## config.mk

```make
export PLATFORM = sky130hd
export DESIGN_NAME = i2s_frame_lock_flat
export DESIGN_NICKNAME = d
export VERILOG_FILES = /design/src/rtl/i2s_frame_lock_pkg.sv /design/src/rtl/i2s_frame_lock_if.sv /design/src/rtl/i2s_frame_lock_period_meter.sv /design/src/rtl/i2s_frame_lock.sv /design/src/flat_wrapper.sv
export SDC_FILE = /design/constraint.sdc
export NUM_CORES = 1
export LEC_CHECK = 0
export CORE_MARGIN = 5
export CORE_UTILIZATION = 45
export CTS_CLUSTER_SIZE = 40
export DETAILED_ROUTE_END_ITERATION = 7
export GPL_TIMING_DRIVEN = 0
export PLACE_DENSITY_LB_ADDON = 0.05
export SYNTH_ARGS = -nofsm -noshare
export SYNTH_HDL_FRONTEND = slang
export SYNTH_SLANG_ARGS = --single-unit
```

## constraint.sdc

```tcl
create_clock -name bck_i -period 4.3 [get_ports bck_i]
set_clock_uncertainty 0.2 [all_clocks]
set_input_delay 0.43 -clock bck_i [delete_from_list [all_inputs] [get_ports bck_i]]
set_output_delay 0.43 -clock bck_i [all_outputs]
set_load 0.01 [all_outputs]
```

## src/rtl/i2s_frame_lock_pkg.sv

```systemverilog
// rtl/i2s_frame_lock_pkg.sv - shared constants and lock state encoding for the I2S frame qualifier
// Purpose: default frame geometry, error counter width and FSM state type.
package i2s_frame_lock_pkg;

  localparam int BITS_PER_HALF_DEF = 32;  // BCK cycles per LRCK half (64 BCK/frame)
  localparam int LOCK_HALVES_DEF   = 16;  // consecutive good halves to declare lock
  localparam int TIMEOUT_DEF       = 64;  // BCK cycles without LRCK edge => loss
  localparam int ERR_CNT_W         = 8;

  typedef enum logic [1:0] {
    ST_UNLOCK = 2'd0,
    ST_ACQ    = 2'd1,
    ST_LOCKED = 2'd2
  } lock_state_e;

endpackage

```

## src/rtl/i2s_frame_lock_if.sv

```systemverilog
// rtl/i2s_frame_lock_if.sv - I2S stream in/out bundle for the frame qualifier
// Purpose: groups the qualifier's stream and status signals.
// Ports (signals):
//   lrck, datain        source -> qualifier
//   lrckout, dataout    delayed, gated stream towards the splitter
//   lock, mute          qualification status
//   frame_err, err_cnt  lock-loss pulse and saturating loss count
//   led1                active-low lock indicator
interface i2s_frame_lock_if;
  import i2s_frame_lock_pkg::*;

  logic                 lrck;
  logic                 datain;
  logic                 lrckout;
  logic                 dataout;
  logic                 lock;
  logic                 mute;
  logic                 frame_err;
  logic                 led1;
  logic [ERR_CNT_W-1:0] err_cnt;

  modport master (
    output lrck, datain,
    input  lrckout, dataout, lock, mute, frame_err, led1, err_cnt
  );

  modport slave (
    input  lrck, datain,
    output lrckout, dataout, lock, mute, frame_err, led1, err_cnt
  );

endinterface

```

## src/rtl/i2s_frame_lock_period_meter.sv

```systemverilog
// rtl/i2s_frame_lock_period_meter.sv - LRCK half-period measurement in BCK cycles
// Purpose: detects LRCK edges, counts BCK cycles since the last edge and
// classifies each half as good/bad in its edge cycle, plus a stall timeout.
// Ports:
//   clk_i      BCK
//   rst_i      synchronous active-high reset
//   lrck_i     raw LRCK
//   edge_o     LRCK differs from its registered copy this cycle
//   fall_o     edge towards LRCK=0 (start of left word)
//   good_o     edge closing a half of exactly BITS_PER_HALF cycles
//   bad_o      edge closing any other half length
//   timeout_o  no edge and the counter is one step from TIMEOUT
module i2s_frame_lock_period_meter
  import i2s_frame_lock_pkg::*;
#(
  parameter int BITS_PER_HALF = BITS_PER_HALF_DEF,
  parameter int TIMEOUT       = TIMEOUT_DEF
) (
  input  logic clk_i,
  input  logic rst_i,
  input  logic lrck_i,
  output logic edge_o,
  output logic fall_o,
  output logic good_o,
  output logic bad_o,
  output logic timeout_o
);

  localparam int            CW       = $clog2(TIMEOUT) + 1;
  localparam logic [CW-1:0] CNT_GOOD = CW'(BITS_PER_HALF);
  localparam logic [CW-1:0] CNT_MAX  = CW'(TIMEOUT);
  localparam logic [CW-1:0] CNT_WARN = CW'(TIMEOUT - 1);

  logic          lrck_q;
  logic [CW-1:0] cnt_q, cnt_d;
  logic          lr_edge;

  always_comb begin
    lr_edge = (lrck_i != lrck_q);
    cnt_d   = cnt_q;
    if (lr_edge) begin
      cnt_d = CW'(1);
    end else if (cnt_q != CNT_MAX) begin
      cnt_d = cnt_q + CW'(1);
    end
  end

  always_ff @(posedge clk_i) begin
    if (rst_i) begin
      lrck_q <= 1'b0;
      cnt_q  <= '0;
    end else begin
      lrck_q <= lrck_i;
      cnt_q  <= cnt_d;
    end
  end

  assign edge_o    = lr_edge;
  assign fall_o    = lr_edge & ~lrck_i;
  assign good_o    = lr_edge & (cnt_q == CNT_GOOD);
  // A saturated counter (stalled LRCK) never equals CNT_GOOD, so it lands here.
  assign bad_o     = lr_edge & (cnt_q != CNT_GOOD);
  // Counter saturates at TIMEOUT, so this can only fire once per stall.
  assign timeout_o = ~lr_edge & (cnt_q == CNT_WARN);

endmodule

```

## src/rtl/i2s_frame_lock.sv

```systemverilog
// rtl/i2s_frame_lock.sv - I2S stream qualifier with lock detection and data mute
// Purpose: declares lock after LOCK_HALVES consecutive well-formed LRCK halves,
// passes LRCK/DATA through with one BCK of delay and zeroes data while unlocked.
// Ports:
//   bck_i  bit clock, all logic on its rising edge
//   rst_i  synchronous active-high reset
//   bus    stream/status bundle (slave side): lrck, datain in;
//          lrckout, dataout, lock, mute, frame_err, err_cnt, led1 out
module i2s_frame_lock
  import i2s_frame_lock_pkg::*;
#(
  parameter int BITS_PER_HALF = BITS_PER_HALF_DEF,
  parameter int LOCK_HALVES   = LOCK_HALVES_DEF,
  parameter int TIMEOUT       = TIMEOUT_DEF
) (
  input  logic                 bck_i,
  input  logic                 rst_i,
  i2s_frame_lock_if.slave      bus
);

  localparam int            GW          = $clog2(LOCK_HALVES + 1);
  localparam logic [GW-1:0] GOOD_TARGET = GW'(LOCK_HALVES);

  lock_state_e          state_q, state_d;
  logic [GW-1:0]        good_cnt_q, good_cnt_d;
  logic                 mute_q, mute_d;
  logic [ERR_CNT_W-1:0] err_cnt_q, err_cnt_d;
  logic                 frame_err_q;
  logic                 lrckout_q;
  logic                 dataout_q;
  logic                 loss;

  logic lr_edge, lr_fall, half_good, half_bad, stall;

  i2s_frame_lock_period_meter #(
    .BITS_PER_HALF (BITS_PER_HALF),
    .TIMEOUT       (TIMEOUT)
  ) u_meter (
    .clk_i     (bck_i),
    .rst_i     (rst_i),
    .lrck_i    (bus.lrck),
    .edge_o    (lr_edge),
    .fall_o    (lr_fall),
    .good_o    (half_good),
    .bad_o     (half_bad),
    .timeout_o (stall)
  );

  always_comb begin
    state_d    = state_q;
    good_cnt_d = good_cnt_q;
    mute_d     = mute_q;
    loss       = 1'b0;
    case (state_q)
      ST_UNLOCK: begin
        mute_d = 1'b1;
        // The first edge only starts the measurement; its half is unknown.
        if (lr_edge) begin
          state_d    = ST_ACQ;
          good_cnt_d = '0;
        end
      end
      ST_ACQ: begin
        mute_d = 1'b1;
        if (stall) begin
          state_d = ST_UNLOCK;
        end else if (half_good) begin
          good_cnt_d = good_cnt_q + GW'(1);
          if (good_cnt_d == GOOD_TARGET) begin
            state_d = ST_LOCKED;
          end
        end else if (half_bad) begin
          good_cnt_d = '0;
        end
      end
      ST_LOCKED: begin
        if (half_bad || stall) begin
          state_d = ST_UNLOCK;
          loss    = 1'b1;
          mute_d  = 1'b1;
        end else if (lr_fall) begin
          // Unmute only at a left-word boundary.
          mute_d = 1'b0;
        end
      end
      default: begin
        state_d = ST_UNLOCK;
        mute_d  = 1'b1;
      end
    endcase

    err_cnt_d = err_cnt_q;
    if (loss && (err_cnt_q != '1)) begin
      err_cnt_d = err_cnt_q + ERR_CNT_W'(1);
    end
  end

  always_ff @(posedge bck_i) begin
    if (rst_i) begin
      state_q     <= ST_UNLOCK;
      good_cnt_q  <= '0;
      mute_q      <= 1'b1;
      err_cnt_q   <= '0;
      frame_err_q <= 1'b0;
      lrckout_q   <= 1'b0;
      dataout_q   <= 1'b0;
    end else begin
      state_q     <= state_d;
      good_cnt_q  <= good_cnt_d;
      mute_q      <= mute_d;
      err_cnt_q   <= err_cnt_d;
      frame_err_q <= loss;
      lrckout_q   <= bus.lrck;
      // Gate with the mute value registered alongside, so output and MUTE agree.
      dataout_q   <= mute_d ? 1'b0 : bus.datain;
    end
  end

  assign bus.lrckout   = lrckout_q;
  assign bus.dataout   = dataout_q;
  assign bus.lock      = (state_q == ST_LOCKED);
  assign bus.led1      = (state_q != ST_LOCKED);
  assign bus.mute      = mute_q;
  assign bus.frame_err = frame_err_q;
  assign bus.err_cnt   = err_cnt_q;

endmodule

```

## src/flat_wrapper.sv

```systemverilog
// flat-port wrapper written by rule: the top's interface ports become plain ports
module i2s_frame_lock_flat import i2s_frame_lock_pkg::*;
#(
  parameter int BITS_PER_HALF = BITS_PER_HALF_DEF,
  parameter int LOCK_HALVES   = LOCK_HALVES_DEF,
  parameter int TIMEOUT       = TIMEOUT_DEF
)
  (bck_i, rst_i, bus_lrck, bus_datain, bus_lrckout, bus_dataout, bus_lock, bus_mute, bus_frame_err, bus_led1, bus_err_cnt);
  i2s_frame_lock_if bus_i ();
  input  logic bck_i;
  input  logic rst_i;
  input wire logic [$bits(bus_i.lrck)-1:0] bus_lrck;
  input wire logic [$bits(bus_i.datain)-1:0] bus_datain;
  output wire logic [$bits(bus_i.lrckout)-1:0] bus_lrckout;
  output wire logic [$bits(bus_i.dataout)-1:0] bus_dataout;
  output wire logic [$bits(bus_i.lock)-1:0] bus_lock;
  output wire logic [$bits(bus_i.mute)-1:0] bus_mute;
  output wire logic [$bits(bus_i.frame_err)-1:0] bus_frame_err;
  output wire logic [$bits(bus_i.led1)-1:0] bus_led1;
  output wire logic [$bits(bus_i.err_cnt)-1:0] bus_err_cnt;
  assign bus_i.lrck = bus_lrck;
  assign bus_i.datain = bus_datain;
  assign bus_lrckout = bus_i.lrckout;
  assign bus_dataout = bus_i.dataout;
  assign bus_lock = bus_i.lock;
  assign bus_mute = bus_i.mute;
  assign bus_frame_err = bus_i.frame_err;
  assign bus_led1 = bus_i.led1;
  assign bus_err_cnt = bus_i.err_cnt;
  i2s_frame_lock #(.BITS_PER_HALF(BITS_PER_HALF), .LOCK_HALVES(LOCK_HALVES), .TIMEOUT(TIMEOUT)) u_core (.bck_i(bck_i), .rst_i(rst_i), .bus(bus_i));
endmodule
```

==> flow_summary.ini, run 1 <==
[routing]
routed_wl_mm = 2.47
drc = 0
antenna_left = 0
firstDrtPassIters = 4
viasPerCell = 5.56
drt_iter0_drc = 34
vias = 1056
wire_per_inst_um = 13.0

[run_status]
outcome = complete, no violations

[final_layout]
layout-drive-gt1-share = 0.0943
area_growth_pct = 18.4
fillers = 277
stdcell_area_mm2 = 0.00149
antenna_cells = 0
nNetsFinal = 170

[clock_network]
cts_max_level = 1
ctsHoldBuffers = 0
cts_buffers = 3
clk_pin_slew_worst_paths_ps = 130
cts_resized = 0
tritoncts = done
post_cts.repair.setup_buffers = 0
clkLatencyLatePin_ps = 320
clock-root-buffer = clkbuf_4
clock-sinks = 26
cts_buffer_depth = 2

[worst_hold_path]
hp-start = u_core.bus.mute$_SDFF_PP1_
min_path_type = flip-flop to flip-flop
whs_path_depth = 2
min_to = u_core.bus.mute$_SDFF_PP1_

[sta]
hold_viol = 0
fin_crit_ps = 2450
setup_ws_ps = 1850
worstMarginPinSlew_ps = 329
rsz0062_at_grt = no
maxSlewViolCount = 0
slew_headroom = 0.780
fin_setup_tns_ps = 0
period_share = 0.569
fmax_ghz = 0.409
holdWs_ps = 299
finalSetupViolations = 0

[synth]
synth_area_mm2 = 0.00126
synth_ff_type = dfxtp_1
synth_top_area_cell = dfxtp_1
yosysWarnings = 0
synth-seq-area-share = 0.414
ys_ff_latch = 26
synth_area_leaders = dfxtp_1, a21oi_1, ha_1, nor2_1, or3_1
synth_cells = 139
async_flop_share = 0
synth-edff-count = 0
synth_top_area_share = 0.414
synth_commonest_cells = dfxtp_1, a21oi_1, nor2_1
post_synth_num_cell_types = 36
avgSynthCellArea_um2 = 9.05
synthesis.nets = 148
synthMostInstantiatedCell = dfxtp_1

[placed_design]
dp_hpwl_mm = 1.89
placed_area_mm2 = 0.00147
portBuffers = 17
dp_slack_ps = 1540
place_congestion = 0.818

[pwr]
powerDensity_mw_per_mm2 = 255
p_total_mw = 0.380
ir_drop_uv = 157
p_leak_nw = 0.521

[worst_setup_path]
cp_common_cell = a21oi_1
rrSetupSlack_ps = 2150
timing.rr.start = u_core.bus.lrckout$_SDFF_PP0_
required_ps = 4350
crit_path_max_incr_delay_ps = 460
path_max_fanout = 10
cp_cell_sequence = clkdlybuf4s50_1 > inv_1 > ha_1 > nor3b_1 > a21oi_1 > nand3_2 > buf_6 > or3_1 > a21oi_1
cp_slowest_cell = clkdlybuf4s50_1
cp_top_family = buffers and inverters
cp-end-kind = flip-flop
r2r_cells = 7
worstSetupPathType = primary input to flip-flop
path_buf_inv = 3
r2r-end = u_core.bus.err_cnt[3]$_SDFFE_PP0P_
startpoint_type = primary input
crit_arrival_ps = 2500

[global_routing]
grt.overflow.total = 0
track_usage = 0.128
grt_max_degree = 14
grt_pass1_wl_mm = 4.23
antenna_found_initial = 0
grt_pass1_vias = 965

[floorplanning]
core_mm2 = 0.00271
die_w_um = 62.9
dieArea_mm2 = 0.00395
ioPinCount = 18
die_height_um = 62.9
row_count = 19
start_util = 0.464

[flow_run]
drv_cap = 0
-- registers in the layout, summed over array words and instances, names as in the netlist --
register              count
u_core.bus.err_cnt        8
u_core.bus.mute           1
u_core.bus.lrckout        1
u_core.bus.dataout        1
u_core.good_cnt_q         5
u_core.state_q            2
u_core.u_meter.cnt_q      7
u_core.bus.frame_err      1
-- power by group --
| part | leakage (nW) | switching [mW] | internal (mW) | total, mW |
|---|---|---|---|---|
| clock network | 0.0138 | 0.0695 | 0.0328 | 0.102 |
| logic | 0.296 | 0.0161 | 0.0146 | 0.0307 |
| registers | 0.210 | 0.00265 | 0.244 | 0.247 |
| total | 0.521 | 0.0883 | 0.291 | 0.380 |
-- worst min-delay path, stage by stage (launching register included) --
cell     delay, ps
dfxtp_1        350
a21oi_1         70
nand2_1         60
-- how the worst max path moves through the flow --
stage          startpoint  slack [ps]  depth (start not counted)                                 end
2_1_floorplan    bus_lrck        2220                          8  u_core.bus.err_cnt[2]$_SDFFE_PP0P_
3_3_place_gp     bus_lrck        1580                          9  u_core.bus.err_cnt[2]$_SDFFE_PP0P_
3_5_place_dp     bus_lrck        1540                          9  u_core.bus.err_cnt[3]$_SDFFE_PP0P_
4_1_cts          bus_lrck        1880                          9  u_core.bus.err_cnt[3]$_SDFFE_PP0P_
5_1_grt          bus_lrck        1740                          8   u_core.good_cnt_q[3]$_SDFFE_PP0P_
6_report         bus_lrck        1850                          9  u_core.bus.err_cnt[3]$_SDFFE_PP0P_
-- cells by family (layout without fill, tap and decap cells) --
kind of cell,Yosys count,count (layout),synth area share
buffers and inverters,10,30,0.0448
and+or+nand+nor,57,57,0.268
DFF,26,26,0.414
muxes,1,1,0.00796
xor gates and xnor gates,6,6,0.0418
AOI/OAI and AO/OA,34,34,0.174
adders and majority gates,5,5,0.0498
-- layer usage --
layer	part of all wire	vias to the layer above	global-route usage
met4	0.019	0	0.0557
met5	0	-	0
met3	0.043	5	0.0306
met1	0.48	492	0.170
li1	-	540	-
met2	0.46	19	0.196
-- metrics by stage --
stage / utilization / cells
after floorplan: - / 139
after global placement: 0.541 / 187
after detailed placement: 0.541 / 187
after CTS: 0.549 / 190
after global routing: 0.549 / 190
final: 0.549 / 190
-- layout make-up --
class                   count  area, um^2  area share
well taps                  31        38.8      0.0261
inverters                   7        26.3      0.0176
flip-flops and latches     26         520       0.350
plain buffers               3        30.0      0.0202
repair buffers             17         170       0.114
multi-input cells         103         681       0.457
clock buffers               3        22.5      0.0151
-- layout by cell type, fill, tap and decap left out, types with 3 or more instances in the layout --
cell / count
a21oi_1: 17
a311oi_1: 3
a41oi_1: 3
and3_1: 4
clkbuf_4: 3
clkdlybuf4s50_1: 17
dfxtp_1: 26
ha_1: 5
inv_1: 7
nand2_1: 9
nand2b_1: 3
nand3_1: 7
nor2_1: 12
o21ai_0: 7
or3_1: 6
xnor2_1: 3
xor2_1: 3
No activity file was read; power rests on OpenSTA's default activity.
==> run 2: changes to the inputs <==
==> constraint.sdc (replaced) <==
create_clock -name bck_i -period 2.3 [get_ports bck_i]
set_clock_uncertainty 0.2 [all_clocks]
set_input_delay 0.23 -clock bck_i [delete_from_list [all_inputs] [get_ports bck_i]]
set_output_delay 0.23 -clock bck_i [all_outputs]
set_load 0.01 [all_outputs]
==> run 2 against run 1 <==
Compared with the run above: clock power grew 87%; core utilization grew 0.18 points; worst hold slack lost 19 ps; critical path depth is the same; sequential power grew 87%; design area grew 0.34%; flip-flop and latch count is the same; first-iteration DRC count shrank 5.9%.
==> flow_summary.ini, run 2 (synthesis gave the netlist of run 1 again) <==
[final_layout]
utilization = 0.551
layout-drive-gt1-share = 0.107
largest_reg_flops = 8
antenna_cells = 0
mostFrequentLayoutCells = dfxtp_1, a21oi_1, clkdlybuf4s50_1
layout_commonest_cell = dfxtp_1
area_growth_pct = 18.8
nNetsFinal = 170

[pwr]
ir_drop_uv = 293
p_leak_nw = 0.519
powerDensity_mw_per_mm2 = 476

[global_routing]
grt.overflow.total = 0
grt_pass1_vias = 965
antenna_found_initial = 0
track_usage = 0.128
grt_pass1_wl_mm = 4.23
grt_max_degree = 14

[run_status]
outcome = complete, no violations

[worst_setup_path]
path_max_fanout = 10
crit_arrival_ps = 2260
timing.rr.start = u_core.u_meter.cnt_q[0]$_SDFFE_PP0P_
cp_slowest_cell = clkdlybuf4s50_1
cp-end-kind = flip-flop
rrSetupSlack_ps = 200
worstSetupPathType = primary input to flip-flop
required_ps = 2350
r2r-end = u_core.bus.err_cnt[3]$_SDFFE_PP0P_
startpoint_type = primary input
crit_path_max_incr_delay_ps = 460
cp_common_cell = a21oi_1
cp_cell_sequence = clkdlybuf4s50_1 > inv_1 > ha_2 > nor3b_1 > a21oi_1 > nand3_2 > buf_6 > or3_1 > a21oi_1
r2r_cells = 7

[routing]
drc = 0
routed_wl_mm = 2.48
drt_iter0_drc = 32
firstDrtPassIters = 4
vias = 1054
viasPerCell = 5.55
wire_per_inst_um = 13.0
antenna_left = 0

[sta]
maxSlewViolCount = 0
worstMarginPinSlew_ps = 308
holdWs_ps = 280
fin_crit_ps = 2200
finalSetupViolations = 0
fmax_ghz = 0.454
hold_viol = 0
rsz0062_at_grt = no
period_share = 0.958
slew_headroom = 0.794

[floorplanning]
dieArea_mm2 = 0.00395
core_mm2 = 0.00271
die_height_um = 62.9
row_count = 19
start_util = 0.464
ioPinCount = 18
die_w_um = 62.9

[flow_run]
drv_cap = 0

[clock_network]
tritoncts = done
clock-sinks = 26
cts_buffer_depth = 2
cts_max_level = 1
clk_pin_slew_worst_paths_ps = 130
clock-root-buffer = clkbuf_4
clkLatencyLatePin_ps = 320
cts_buffers = 3

[placed_design]
dp_hpwl_mm = 1.89
portBuffers = 17
place_congestion = 0.818

[worst_hold_path]
whs_path_depth = 2
hp-start = bus_datain
min_path_type = primary input to flip-flop
min_to = u_core.bus.dataout$_SDFF_PP0_
## run 2: cell count changes in the layout (fill, tap and decap cells not counted)
cell and delta:
nor2_2 +1, ha_2 +1, ha_1 -1, nor2_1 -1
## run 2: layout make-up
class                   count  area (um^2)
flip-flops and latches     26          520
fillers                   276         1220
plain buffers               3         30.0
clock buffers               3         22.5
multi-input cells         103          686
repair buffers             17          170
inverters                   7         26.3
well taps                  31         38.8
## run 2: critical path: cells and delay by family
kind / cells / cell delay (ps)
simple gates: 3 / 530
buf+inv: 3 / 680
compound gates: 2 / 380
fa+ha+maj: 1 / 430
## run 2: worst max path at each step
stage                                  startpoint                                 end  slack, ps  depth (start not counted)
finish                                   bus_lrck  u_core.bus.err_cnt[3]$_SDFFE_PP0P_        100                          9
global route                             bus_lrck  u_core.bus.err_cnt[3]$_SDFFE_PP0P_         50                          9
CTS                                      bus_lrck  u_core.bus.err_cnt[3]$_SDFFE_PP0P_         80                          9
detailed placement                       bus_lrck  u_core.bus.err_cnt[3]$_SDFFE_PP0P_       -260                          9
global placement                         bus_lrck  u_core.bus.err_cnt[2]$_SDFFE_PP0P_       -220                          9
floorplan           u_core.bus.lrckout$_SDFF_PP0_  u_core.bus.err_cnt[2]$_SDFFE_PP0P_        340                          7
## run 2: timing repair
item                                    4_1_cts  5_1_grt
hold buffers                                  0        0
endpoints found under the setup margin        0        3
setup buffers                                 0        0
gates resized for setup                       0        2
## run 2: per-layer routing
layer	vias up	GRT usage	wire [um]
li1	540	-	-
met1	490	0.170	1180
met2	19	0.196	1140
met3	5	0.0306	107
met4	0	0.0557	47
met5	-	0	0
## run 2: power by group
group / leakage [nW] / switching, mW / internal, mW / total (mW)
clock network: 0.0138 / 0.130 / 0.0614 / 0.191
registers: 0.210 / 0.00502 / 0.456 / 0.461
logic: 0.295 / 0.0305 / 0.0282 / 0.0587
## run 2: per-stage QoR
step | cell area [um^2] | worst slack (ps) | instances | TNS, ps | total power [mW]
5_1_grt | 1490 | 51.9 | 190 | 0 | 0.754
2_1_floorplan | 1260 | 343 | 139 | 0 | 0.512
6_report | 1490 | 96.3 | 190 | 0 | 0.711
3_5_place_dp | 1470 | -261 | 187 | -2180 | 0.529
3_3_place_gp | 1470 | -223 | 187 | -1830 | 0.529
4_1_cts | 1490 | 77.3 | 190 | 0 | 0.721
==> run 3: changes to the inputs <==
--- a/config.mk
+++ b/config.mk
@@ -5,6 +5,7 @@
 export SDC_FILE = /design/constraint.sdc
 export NUM_CORES = 1
 export LEC_CHECK = 0
+export CAP_MARGIN = 10
 export CORE_MARGIN = 5
 export CORE_UTILIZATION = 45
 export CTS_CLUSTER_SIZE = 40
==> results of run 3 <==
The final DEF is identical to that of run 2; final timing and power are the same.
